===== src/rtl/sort_seq_ctrl.sv =====
// sort_seq_ctrl: time-shares one sort_stage across M passes and streams the extracted maxima out in descending order.
// Define SORT_SEQ_ORDER_CHK_EN to build the sticky descending-order checker behind o_order_err.
module sort_seq_ctrl #(
    parameter int M         = 8,
    parameter int N         = 16,
    parameter int STAGE_LAT = 2
) (
    input  logic                clk,
    input  logic                rst,
    input  logic                i_flush,
    input  logic                s_valid,
    output logic                s_ready,
    input  logic [M-1:0][N-1:0] s_data,
    output logic                o_stg_enable,
    output logic [M-1:0][N-1:0] o_stg_chi,
    input  logic [N-1:0]        i_stg_y_q,
    input  logic [M-1:0][N-1:0] i_stg_chi,
    output logic                m_valid,
    input  logic                m_ready,
    output logic [N-1:0]        m_data,
    output logic                m_last,
    output logic                o_busy,
    output logic                o_order_err
);
    localparam int PW = (M > 1) ? $clog2(M) : 1;
    localparam int LW = $clog2(STAGE_LAT + 1);
    localparam logic [PW-1:0] LAST_PASS = PW'(M - 1);
    localparam logic [LW-1:0] LAT_DONE  = LW'(STAGE_LAT);

    typedef enum logic [1:0] {IDLE, ISSUE, WAIT, EMIT} state_t;

    state_t              state_q, state_d;
    logic [M-1:0][N-1:0] chi_q, chi_d;
    logic [N-1:0]        out_q, out_d;
    logic [PW-1:0]       pass_cnt_q, pass_cnt_d;
    logic [LW-1:0]       lat_cnt_q, lat_cnt_d;

    always_ff @(posedge clk or posedge rst) begin
        if (rst) begin
            state_q    <= IDLE;
            chi_q      <= '0;
            out_q      <= '0;
            pass_cnt_q <= '0;
            lat_cnt_q  <= '0;
        end else begin
            state_q    <= state_d;
            chi_q      <= chi_d;
            out_q      <= out_d;
            pass_cnt_q <= pass_cnt_d;
            lat_cnt_q  <= lat_cnt_d;
        end
    end

    // Flush wins over everything and leaves the datapath registers untouched.
    always_comb begin
        state_d    = state_q;
        chi_d      = chi_q;
        out_d      = out_q;
        pass_cnt_d = pass_cnt_q;
        lat_cnt_d  = lat_cnt_q;
        if (i_flush) begin
            state_d = IDLE;
        end else begin
            case (state_q)
                IDLE: begin
                    if (s_valid) begin
                        chi_d      = s_data;
                        pass_cnt_d = '0;
                        state_d    = ISSUE;
                    end
                end
                ISSUE: begin
                    lat_cnt_d = LW'(1);
                    state_d   = WAIT;
                end
                WAIT: begin
                    if (lat_cnt_q == LAT_DONE) begin
                        out_d   = i_stg_y_q;
                        chi_d   = i_stg_chi;
                        state_d = EMIT;
                    end else begin
                        lat_cnt_d = lat_cnt_q + LW'(1);
                    end
                end
                EMIT: begin
                    if (m_ready) begin
                        if (pass_cnt_q == LAST_PASS) begin
                            state_d = IDLE;
                        end else begin
                            pass_cnt_d = pass_cnt_q + PW'(1);
                            state_d    = ISSUE;
                        end
                    end
                end
                default: state_d = IDLE;
            endcase
        end
    end

    assign s_ready      = (state_q == IDLE) && !rst;
    assign o_stg_enable = (state_q == ISSUE) && !i_flush;
    assign o_stg_chi    = chi_q;
    assign m_valid      = (state_q == EMIT);
    assign m_data       = out_q;
    assign m_last       = (state_q == EMIT) && (pass_cnt_q == LAST_PASS);
    assign o_busy       = (state_q != IDLE);

`ifdef SORT_SEQ_ORDER_CHK_EN
    logic [N-1:0] prev_q;
    logic         order_err_q;
    logic         accept;
    logic         handshake;

    assign accept    = (state_q == IDLE) && s_valid && !i_flush;
    assign handshake = (state_q == EMIT) && m_ready && !i_flush;

    // A later element larger than the one before it means the stage broke descending order.
    always_ff @(posedge clk or posedge rst) begin
        if (rst) begin
            prev_q      <= '0;
            order_err_q <= 1'b0;
        end else if (accept) begin
            prev_q <= '0;
        end else if (handshake) begin
            if ((pass_cnt_q != '0) && (out_q > prev_q)) begin
                order_err_q <= 1'b1;
            end
            prev_q <= out_q;
        end
    end

    assign o_order_err = order_err_q;
`else
    assign o_order_err = 1'b0;
`endif

endmodule


===== config.mk =====
export PLATFORM = sky130hd
export DESIGN_NAME = sort_seq_ctrl
export DESIGN_NICKNAME = d
export VERILOG_FILES = /design/src/rtl/sort_seq_ctrl.sv
export SDC_FILE = /design/constraint.sdc
export NUM_CORES = 1
export LEC_CHECK = 0
export CORE_AREA = 2 2 165 167
export CTS_CLUSTER_SIZE = 16
export DETAILED_ROUTE_END_ITERATION = 8
export DIE_AREA = 0 0 167 169
export PLACE_DENSITY_LB_ADDON = 0.3
export SYNTH_ARGS = -nofsm -noshare
export SYNTH_HDL_FRONTEND = slang
export SYNTH_SLANG_ARGS = --single-unit

===== constraint.sdc =====
create_clock -name clk -period 4.4 [get_ports clk]
set_input_delay 0.44 -clock clk [delete_from_list [all_inputs] [get_ports clk]]
set_output_delay 0.44 -clock clk [all_outputs]
set_load 0.005 [all_outputs]

==> flow_summary.ini <==
[power]
pwr-share-clk_pct = 20.0
power_mw = 7.42
max-vdd-ir-drop_uv = 408
power.density_nw_per_um2 = 613
p_comb_share_pct = 48.2
p_sw_mw = 2.54
p_seq_share_pct = 31.9
power.share.switching_pct = 34.3
p_int_mw = 4.88
p_leak_nw = 4.71

[synthesis]
synth_top_area_share_pct = 54.3
yosysTopAreaCell = dfrtp_1
ys_ff_latch = 151
yosysSeqAreaShare_pct = 54.3
synth-edff-count = 0
async_reset_ff_share_pct = 100
synth.area.top_cells = dfrtp_1, mux2i_1, a21oi_1
synth_cell_types = 26
syn_inst = 645
syn_nets = 931
synth_area_per_cell_um2 = 10.8
netlist_area_um2 = 6960
synth_ff_type = dfrtp_1
yosysWarnings = 0

[worst_setup_path]
worstReg2RegEnd = o_stg_chi[119]
required_ns = 4.73
slowest_delay_ns = 0.56
crit_path_frequent_cell = nor2_1
r2r_start = state_q[0]
critPathLaunchType = flip-flop
path_cells = inv_1 > ha_4 > nor2_1 > nor4_4 > buf_12 > nor2_1 > a21oi_1
ff2ff_path_depth = 7
end_kind = flip-flop
worstSetupPathType = flip-flop to flip-flop
critPathArrivalTime_ns = 2.93
cp_max_fo = 160
r2r_slack_ns = 1.80
slowest_stage = ha_4

[clocking]
cts_tree = done
cts_setup_buffers = 0
cts.htree.levels = 4
holdBufCountCts = 0
root_buffer = clkbuf_16
cts_made_buffers = 17
clk_pin_slew_ns = 0.07
cts_resized = 0
cts_buffer_depth = 2
cts_sinks = 151
insertion_delay_ns = 0.42

[detailed_routing]
dr_total_vias = 6117
drc = 0
drt-total-wl_um = 22500
via_per_inst = 4.36
wl_per_cell_um = 16.1
drtPass1Iterations = 4
drt-initial-drc-count = 260
route.antenna.remaining_nets = 0

[cells_and_area]
final_cells = 1402
antenna_cells = 0
layout-drive-gt1-share_pct = 5.56
fin_nets = 1334
area_delta_synth_final_pct = 74.0

[worst_hold_path]
hold_end = m_data[8]
worstHoldStart = m_data[8]
whs_path_depth = 1
hold_path_class = flip-flop to flip-flop

[place]
place_ws_ns = 1.72
portBuffers = 425
dp.cells = 1370
gp_congestion = 0.716
dpl.hpwl_um = 16900

[floorplan]
start_util_pct = 26.3
core.rowCount = 60
chipHeight_um = 169
ioPinCount = 427
dieArea_um2 = 28200
die_w_um = 167
core_area_um2 = 26500

[sta]
slew_violations = 0
rsz0062_at_grt = no
skew_ns = 0.0175
finalSetupViolations = 0
slew-limit-headroom_pct = 41.8
setup_tns_ns = 0
fin_crit_sh_pct = 59.2
layout_setup_ws_ns = 1.80
fmax_mhz = 384
hold_viol_final = 0
tightest_slew_ns = 0.873
whs_ns = 0.501
period_minus_slack_ns = 2.60

[global_routing]
grt_pass1_vias = 6210
grt_max_degree = 161
antenna_found_initial = 0
grt_usage_pct = 15.6
overflow = 0
grt_first_pass_wirelength_um = 34500

[run_status]
status = complete, no violations

[run]
drv_cap = 0
-- through the flow --
step	cell area, um2	util [%]
2_1_floorplan	6960	-
6_report	12100	45.7
5_1_grt	12100	45.7
4_1_cts	12100	45.7
3_3_place_gp	11500	43.4
3_5_place_dp	11500	43.4
-- critical path: cells and delay by family, from the launching register on --
| kind | cells | cell delay, ns |
|---|---|---|
| buffers and inverters | 2 | 0.65 |
| DFF | 1 | 0.42 |
| AOI/OAI and AO/OA | 1 | 0.15 |
| and+or+nand+nor | 3 | 0.56 |
| adders and majority gates | 1 | 0.56 |
-- logic make-up after synthesis --
logic type / Yosys count / synth area share (%)
and+or+nand+nor: 146 / 8.57
other: 1 / 0.0539
adders and majority gates: 9 / 1.62
buffers and inverters: 54 / 3.76
AOI/OAI and AO/OA: 135 / 9.96
DFF: 151 / 54.3
muxes: 149 / 21.8
-- cells in the mapped netlist, types with 2 or more instances --
cell type,count
ha_1,9
inv_1,8
nand2_1,3
mux2_2,18
buf_1,2
dfrtp_1,151
mux2i_1,131
buf_2,38
clkbuf_1,3
nor2b_1,5
nor2_1,133
buf_4,3
a21oi_1,128
-- power by group through the flow --
stage / Sequential (mW) / Combinational [mW] / Clock, mW
after global routing: 2.45 / 3.93 / 1.61
after CTS: 2.37 / 3.65 / 1.54
after floorplan: 2.43 / 1.68 / 0
after detailed placement: 2.39 / 3.65 / 0
after global placement: 2.36 / 3.59 / 0
final: 2.37 / 3.57 / 1.48
-- metal layers --
metal | track usage, % | vias to the layer above | part of all wire, %
li1 | - | 3022 | -
met5 | 0 | - | 0
met4 | 4.09 | 0 | 1.4
met1 | 17.8 | 2813 | 39
met2 | 27.5 | 266 | 50
met3 | 5.89 | 16 | 9.3
-- layout make-up --
cell class              count  area (um2)
clock buffers              18         439
flip-flops and latches    151        3780
multi-input cells         440        2930
well taps                 341         427
clock inverters            14         156
fillers                  2511       14400
inverters                   8        33.8
repair buffers            430        4340
-- how the worst max path moves through the flow --
stage / cells past startpoint / endpoint / start / slack [ns]
6_report: 7 / o_stg_chi[119] / state_q[0] / 1.80
5_1_grt: 7 / o_stg_chi[122] / state_q[0] / 1.60
4_1_cts: 4 / m_data[5] / state_q[0] / 1.71
3_5_place_dp: 4 / m_data[5] / state_q[0] / 1.72
3_3_place_gp: 4 / m_data[9] / state_q[0] / 1.81
2_1_floorplan: 1 / lat_cnt_q[0] / rst / 2.06
-- cell usage in the layout, fill, tap and decap left out, drive strengths merged, types with 3 or more instances in the layout --
cell type      count
buf                5
nor2             133
nor2b              5
mux2i            131
clkdlybuf4s50    425
dfrtp            151
clkbuf            18
nand2              3
ha                 9
a21oi            128
clkinvlp           3
inv               15
clkinv             3
mux2              18
-- state kept, by name, summed over array words and instances, names as in the netlist --
name / count
o_stg_chi: 128
m_data: 16
pass_cnt_q: 3
lat_cnt_q: 2
state_q: 2
Note: power is estimated with default switching activity, not from simulation.
